## config.mk

```make
export PLATFORM = sky130hd
export DESIGN_NAME = ctrl_bubble_stage
export DESIGN_NICKNAME = d
export VERILOG_FILES = /design/src/rtl/ctrl_bubble_stage.sv
export SDC_FILE = /design/constraint.sdc
export NUM_CORES = 1
export LEC_CHECK = 0
export CORE_MARGIN = 2
export CORE_UTILIZATION = 41
export DETAILED_ROUTE_END_ITERATION = 6
export PLACE_DENSITY = 0.77
export SLEW_MARGIN = 20
export SYNTH_ARGS = -nofsm -noshare
export SYNTH_HDL_FRONTEND = slang
export SYNTH_SLANG_ARGS = --single-unit
```

## constraint.sdc

```tcl
create_clock -name clk_i -period 1.5 [get_ports clk_i]
set_input_delay 0.15 -clock clk_i [delete_from_list [all_inputs] [get_ports clk_i]]
set_output_delay 0.15 -clock clk_i [all_outputs]
set_load 0.01 [all_outputs]
```

## src/rtl/ctrl_bubble_stage.sv

```systemverilog
// ID/EX control-field register: passes packed WB/MEM/EX control through one
// register stage, or substitutes zeroed bubbles for hazards, counted bubble runs and flushes.
module ctrl_bubble_stage #(
  parameter int unsigned WB_W  = 2,
  parameter int unsigned MEM_W = 2,
  parameter int unsigned EX_W  = 4,
  parameter int unsigned CNT_W = 3
) (
  input  logic                        clk_i,
  input  logic                        rst_i,
  input  logic [WB_W+MEM_W+EX_W-1:0]  ctrl_i,
  input  logic                        valid_i,
  input  logic                        hd_i,
  input  logic                        bubble_req_i,
  input  logic [CNT_W-1:0]            bubble_n_i,
  input  logic                        stall_i,
  input  logic                        flush_i,
  output logic [WB_W-1:0]             wb_o,
  output logic [MEM_W-1:0]            mem_o,
  output logic [EX_W-1:0]             ex_o,
  output logic                        valid_o,
  output logic                        bubble_o,
  output logic                        busy_o,
  output logic [CNT_W-1:0]            bubble_cnt_o
);

  localparam int unsigned CTRL_W = WB_W + MEM_W + EX_W;

  typedef enum logic {
    RUN,
    BUBBLE
  } state_t;

  state_t           state_q, state_d;
  logic [CNT_W-1:0] cnt_q, cnt_d;
  logic             flush_pend_q;
  logic             load_bubble;
  logic             flush_eff;
  logic             req_eff;

  logic [WB_W-1:0]  wb_q;
  logic [MEM_W-1:0] mem_q;
  logic [EX_W-1:0]  ex_q;
  logic             valid_q;
  logic             bubble_q;

  // A flush seen during a stall is remembered so the first advancing edge honours it.
  always_ff @(posedge clk_i) begin
    if (rst_i) begin
      state_q      <= RUN;
      cnt_q        <= '0;
      flush_pend_q <= 1'b0;
      wb_q         <= '0;
      mem_q        <= '0;
      ex_q         <= '0;
      valid_q      <= 1'b0;
      bubble_q     <= 1'b0;
    end else if (stall_i) begin
      flush_pend_q <= flush_pend_q | flush_i;
    end else begin
      state_q      <= state_d;
      cnt_q        <= cnt_d;
      flush_pend_q <= 1'b0;
      if (load_bubble) begin
        wb_q     <= '0;
        mem_q    <= '0;
        ex_q     <= '0;
        valid_q  <= 1'b0;
        bubble_q <= 1'b1;
      end else begin
        wb_q     <= ctrl_i[CTRL_W-1 -: WB_W];
        mem_q    <= ctrl_i[EX_W+MEM_W-1 -: MEM_W];
        ex_q     <= ctrl_i[EX_W-1:0];
        valid_q  <= valid_i;
        bubble_q <= 1'b0;
      end
    end
  end

  always_comb begin
    state_d     = state_q;
    cnt_d       = cnt_q;
    load_bubble = 1'b0;
    flush_eff   = flush_i | flush_pend_q;
    req_eff     = bubble_req_i && (bubble_n_i != '0);
    if (flush_eff) begin
      load_bubble = 1'b1;
      cnt_d       = '0;
      state_d     = RUN;
    end else if (state_q == BUBBLE) begin
      load_bubble = 1'b1;
      if (cnt_q != '0) begin
        cnt_d = cnt_q - CNT_W'(1);
      end
      if (cnt_q <= CNT_W'(1)) begin
        state_d = RUN;
      end
    end else if (req_eff) begin
      load_bubble = 1'b1;
      cnt_d       = bubble_n_i - CNT_W'(1);
      state_d     = (bubble_n_i > CNT_W'(1)) ? BUBBLE : RUN;
    end else if (hd_i) begin
      load_bubble = 1'b1;
    end
  end

  always_comb begin
    wb_o         = wb_q;
    mem_o        = mem_q;
    ex_o         = ex_q;
    valid_o      = valid_q;
    bubble_o     = bubble_q;
    busy_o       = (state_q == BUBBLE);
    bubble_cnt_o = cnt_q;
  end

endmodule

```

==> reports/qor.txt <==
Outcome: complete, no violations
Yosys reg bits: 15
Routed length on met3: 108 µm
GRT Overall Usage: 19.1%
Clk_lat worst skew: 0.29 ns
WL met2: 1.01 mm
Post-Route WL: 2.10 mm
Via count: 791
GPL Wtd Cong: 0.824
# IOs: 32
Pins Over Slew Limit: 0
Die area: 2300 µm²
Pwr Total: 0.000849 W
DRT Pass-1 Iters: 4
Cell variety after synth: 32
Crit Path Max Fanout: 8
Sequential fraction of design power: 49.2%
Critical path, cell by cell: clkdlybuf4s50_1
Crit start category: register
Switching Fraction: 27.2%
Relative slew slack: 56.9%
Prevailing post-synth register cell: dfxtp_1
Final hold violations: 0
Die X: 48.0 µm
Post-route DRC: 0
# hold bufs at CTS: 0
Vias in the first global route: 731
Buf/Inv on CP: 1
Avg Cell Area, Syn: 10.2 µm²
Longest Clk Path Bufs: 2
Area fraction of the dominant cell type after synthesis: 37.9%
Clk slew on worst S/H paths: 0.09 ns
Inserted Clock Buffers: 3
WP data required: 1.35 ns
EDFF count, synth: 0
Warnings, synthesis: 0
Hold Path Class: in2reg
Initial antenna violation count: 0
Crit path largest cell delay: 0.56 ns
Initial DRC count: 9
Post-synthesis async set-or-reset flop share: 0%
Comb power frac: 22.5%
Nets@finish: 147
Worst setup EP type: output port
Global-route wire length before repair: 3.08 mm
Gr ovfl total: 0
Drt wl/cell: 14.3 µm
ANT nets after route: 0
CTS root buf: clkbuf_4
Num rows: 15
Pwr per Cell Area: 674 nW/µm²
Finish-stage setup viols: 0
Cell Area, Synth: 792 µm²
Area delta synth->final: 59.1%
Final period utilization: 95.8%
N_diodes: 0
Setup Skew: 0.00204 ns
CTS tree: yes
Top delay family on crit path: buffers and inverters
Sequential area share after synthesis: 37.9%
Final min period: 1.44 ns
Largest net degree at the start of global routing: 11
Post-synth top area cell: dfxtp_1
Routed vias/inst: 5.38
H-tree Lvls: 1
Fmax: 0.696 GHz
Internal power: 0.000618 W
Inst Count DP: 140
RSZ-0062 raised after global routing: no
Clock power share: 28.3%
Starting Density: 44.9%
Met1 Wirelength: 947 µm
Post-layout util: 71.4%
DP Wirelength: 1.52 mm
Leak Pwr: 0.529 nW
Pre-CTS WS: -0.293 ns
Layout Cells excl Fill: 147
Max cap viols: 0
Highest metal used: met4
Final setup margin: 0.0633 ns
Port Buffer Count: 31
CTS Sinks: 15
Layout cells sized above 1: 24.6%
Crit path DAT: 1.29 ns
Worst vdd ir: 565 µV
Mapped Nets: 102
Die Y: 48.0 µm
Worst slew pin tran: 0.646 ns
Syn Inst Count: 78
Crit-path slowest cell: clkdlybuf4s50_1
Critical path class: reg2out
Core region area: 1760 µm²
Largest cells by area after synthesis: dfxtp_1, a22o_1, ha_1
Psw: 0.000231 W
## cells in the mapped netlist (all sizes together) (3+ instances only)
master  count
nor2        4
inv         8
nor2b       3
buf         4
ha          6
dfxtp      15
a22o        9
a21oi       4
## stage by stage
step | setup TNS [ns] | cell area [µm²] | hold slack [ns]
finish | 0 | 1260 | 0.409
global route | 0 | 1260 | 0.421
CTS | 0 | 1210 | 0.436
detailed placement | -3.24 | 1180 | 0.468
global placement | -2.60 | 1180 | 0.465
floorplan | 0 | 792 | 0.275
## sequential cells by signal, indices dropped and copies added (netlist names)
signal	cells
busy_o	1
mem_o	2
wb_o	2
bubble_cnt_o	3
bubble_o	1
ex_o	4
valid_o	1
flush_pend_q	1
## cell type report
type                            instances  area [µm²]
Multi-Input combinational cell         51         449
Tap cell                               25        31.3
Sequential cell                        15         303
Clock buffer                            3        22.5
Fill cell                             146         504
Timing Repair Buffer                   44         419
Clock inverter                          1        5.00
Inverter                                8        30.0
## power groups by stage
stage	Sequential, W	Combinational (W)	Clock [W]
3_3_place_gp	0.000426	0.000178	0
5_1_grt	0.000419	0.000206	0.000256
3_5_place_dp	0.000426	0.000181	0
6_report	0.000418	0.000191	0.000240
4_1_cts	0.000417	0.000182	0.000247
2_1_floorplan	0.000429	0.0000787	0
## worst min-delay path, stage by stage
cell	delay [ns]
dlymetal6s2s_1	0.12
buf_4	0.15
a21oi_1	0.07
nand4_1	0.10
a31oi_1	0.08
## worst paths after layout
path                        start         endpoint  slack [ns]  cells past startpoint
setup / recovery           busy_o           busy_o        0.06                      1
hold reg to reg           ex_o[1]          ex_o[1]        0.50                      1
setup reg to reg  bubble_cnt_o[1]  bubble_cnt_o[0]        0.08                      6
hold / removal      bubble_n_i[0]  bubble_cnt_o[0]        0.41                      5
## layout by cell type (no fill, tap or decap), drive strengths merged, types with 2 or more instances in the layout
cell and instances:
clkbuf 3, nor2 4, nand2b 2, nand4 2, inv 8, clkdlybuf4s50 28
o211ai 2, buf 13, nand2 2, a21oi 4, dlymetal6s2s 3, o31ai 2
ha 6, nor2b 3, o2111ai 2, dfxtp 15, a22o 9
## layer usage
| layer | vias to the layer above | GRT usage [%] |
|---|---|---|
| li1 | 372 | - |
| met5 | - | 0 |
| met2 | 32 | 27.7 |
| met3 | 5 | 3.40 |
| met4 | 0 | 8.65 |
| met1 | 382 | 27.1 |
## cell families (layout without fill, tap and decap cells)
kind of cell | Yosys count | after routing | synth area share, %
AO/OA/AOI/OAI | 26 | 26 | 27.5
AND/OR/NAND/NOR | 16 | 16 | 14.7
flip-flops | 15 | 15 | 37.9
buffers and inverters | 12 | 56 | 6.95
adder cells (fa/ha/maj) | 6 | 6 | 9.48
XOR/XNOR | 2 | 2 | 2.21
multiplexers | 1 | 1 | 1.26
## timing repair
item	4_1_cts	5_1_grt
pin swaps	0	3
setup endpoints to repair	1	11
cloned	0	1
setup buffers	0	2
gates resized for setup	1	10
(Power assumes the default switching activity.)
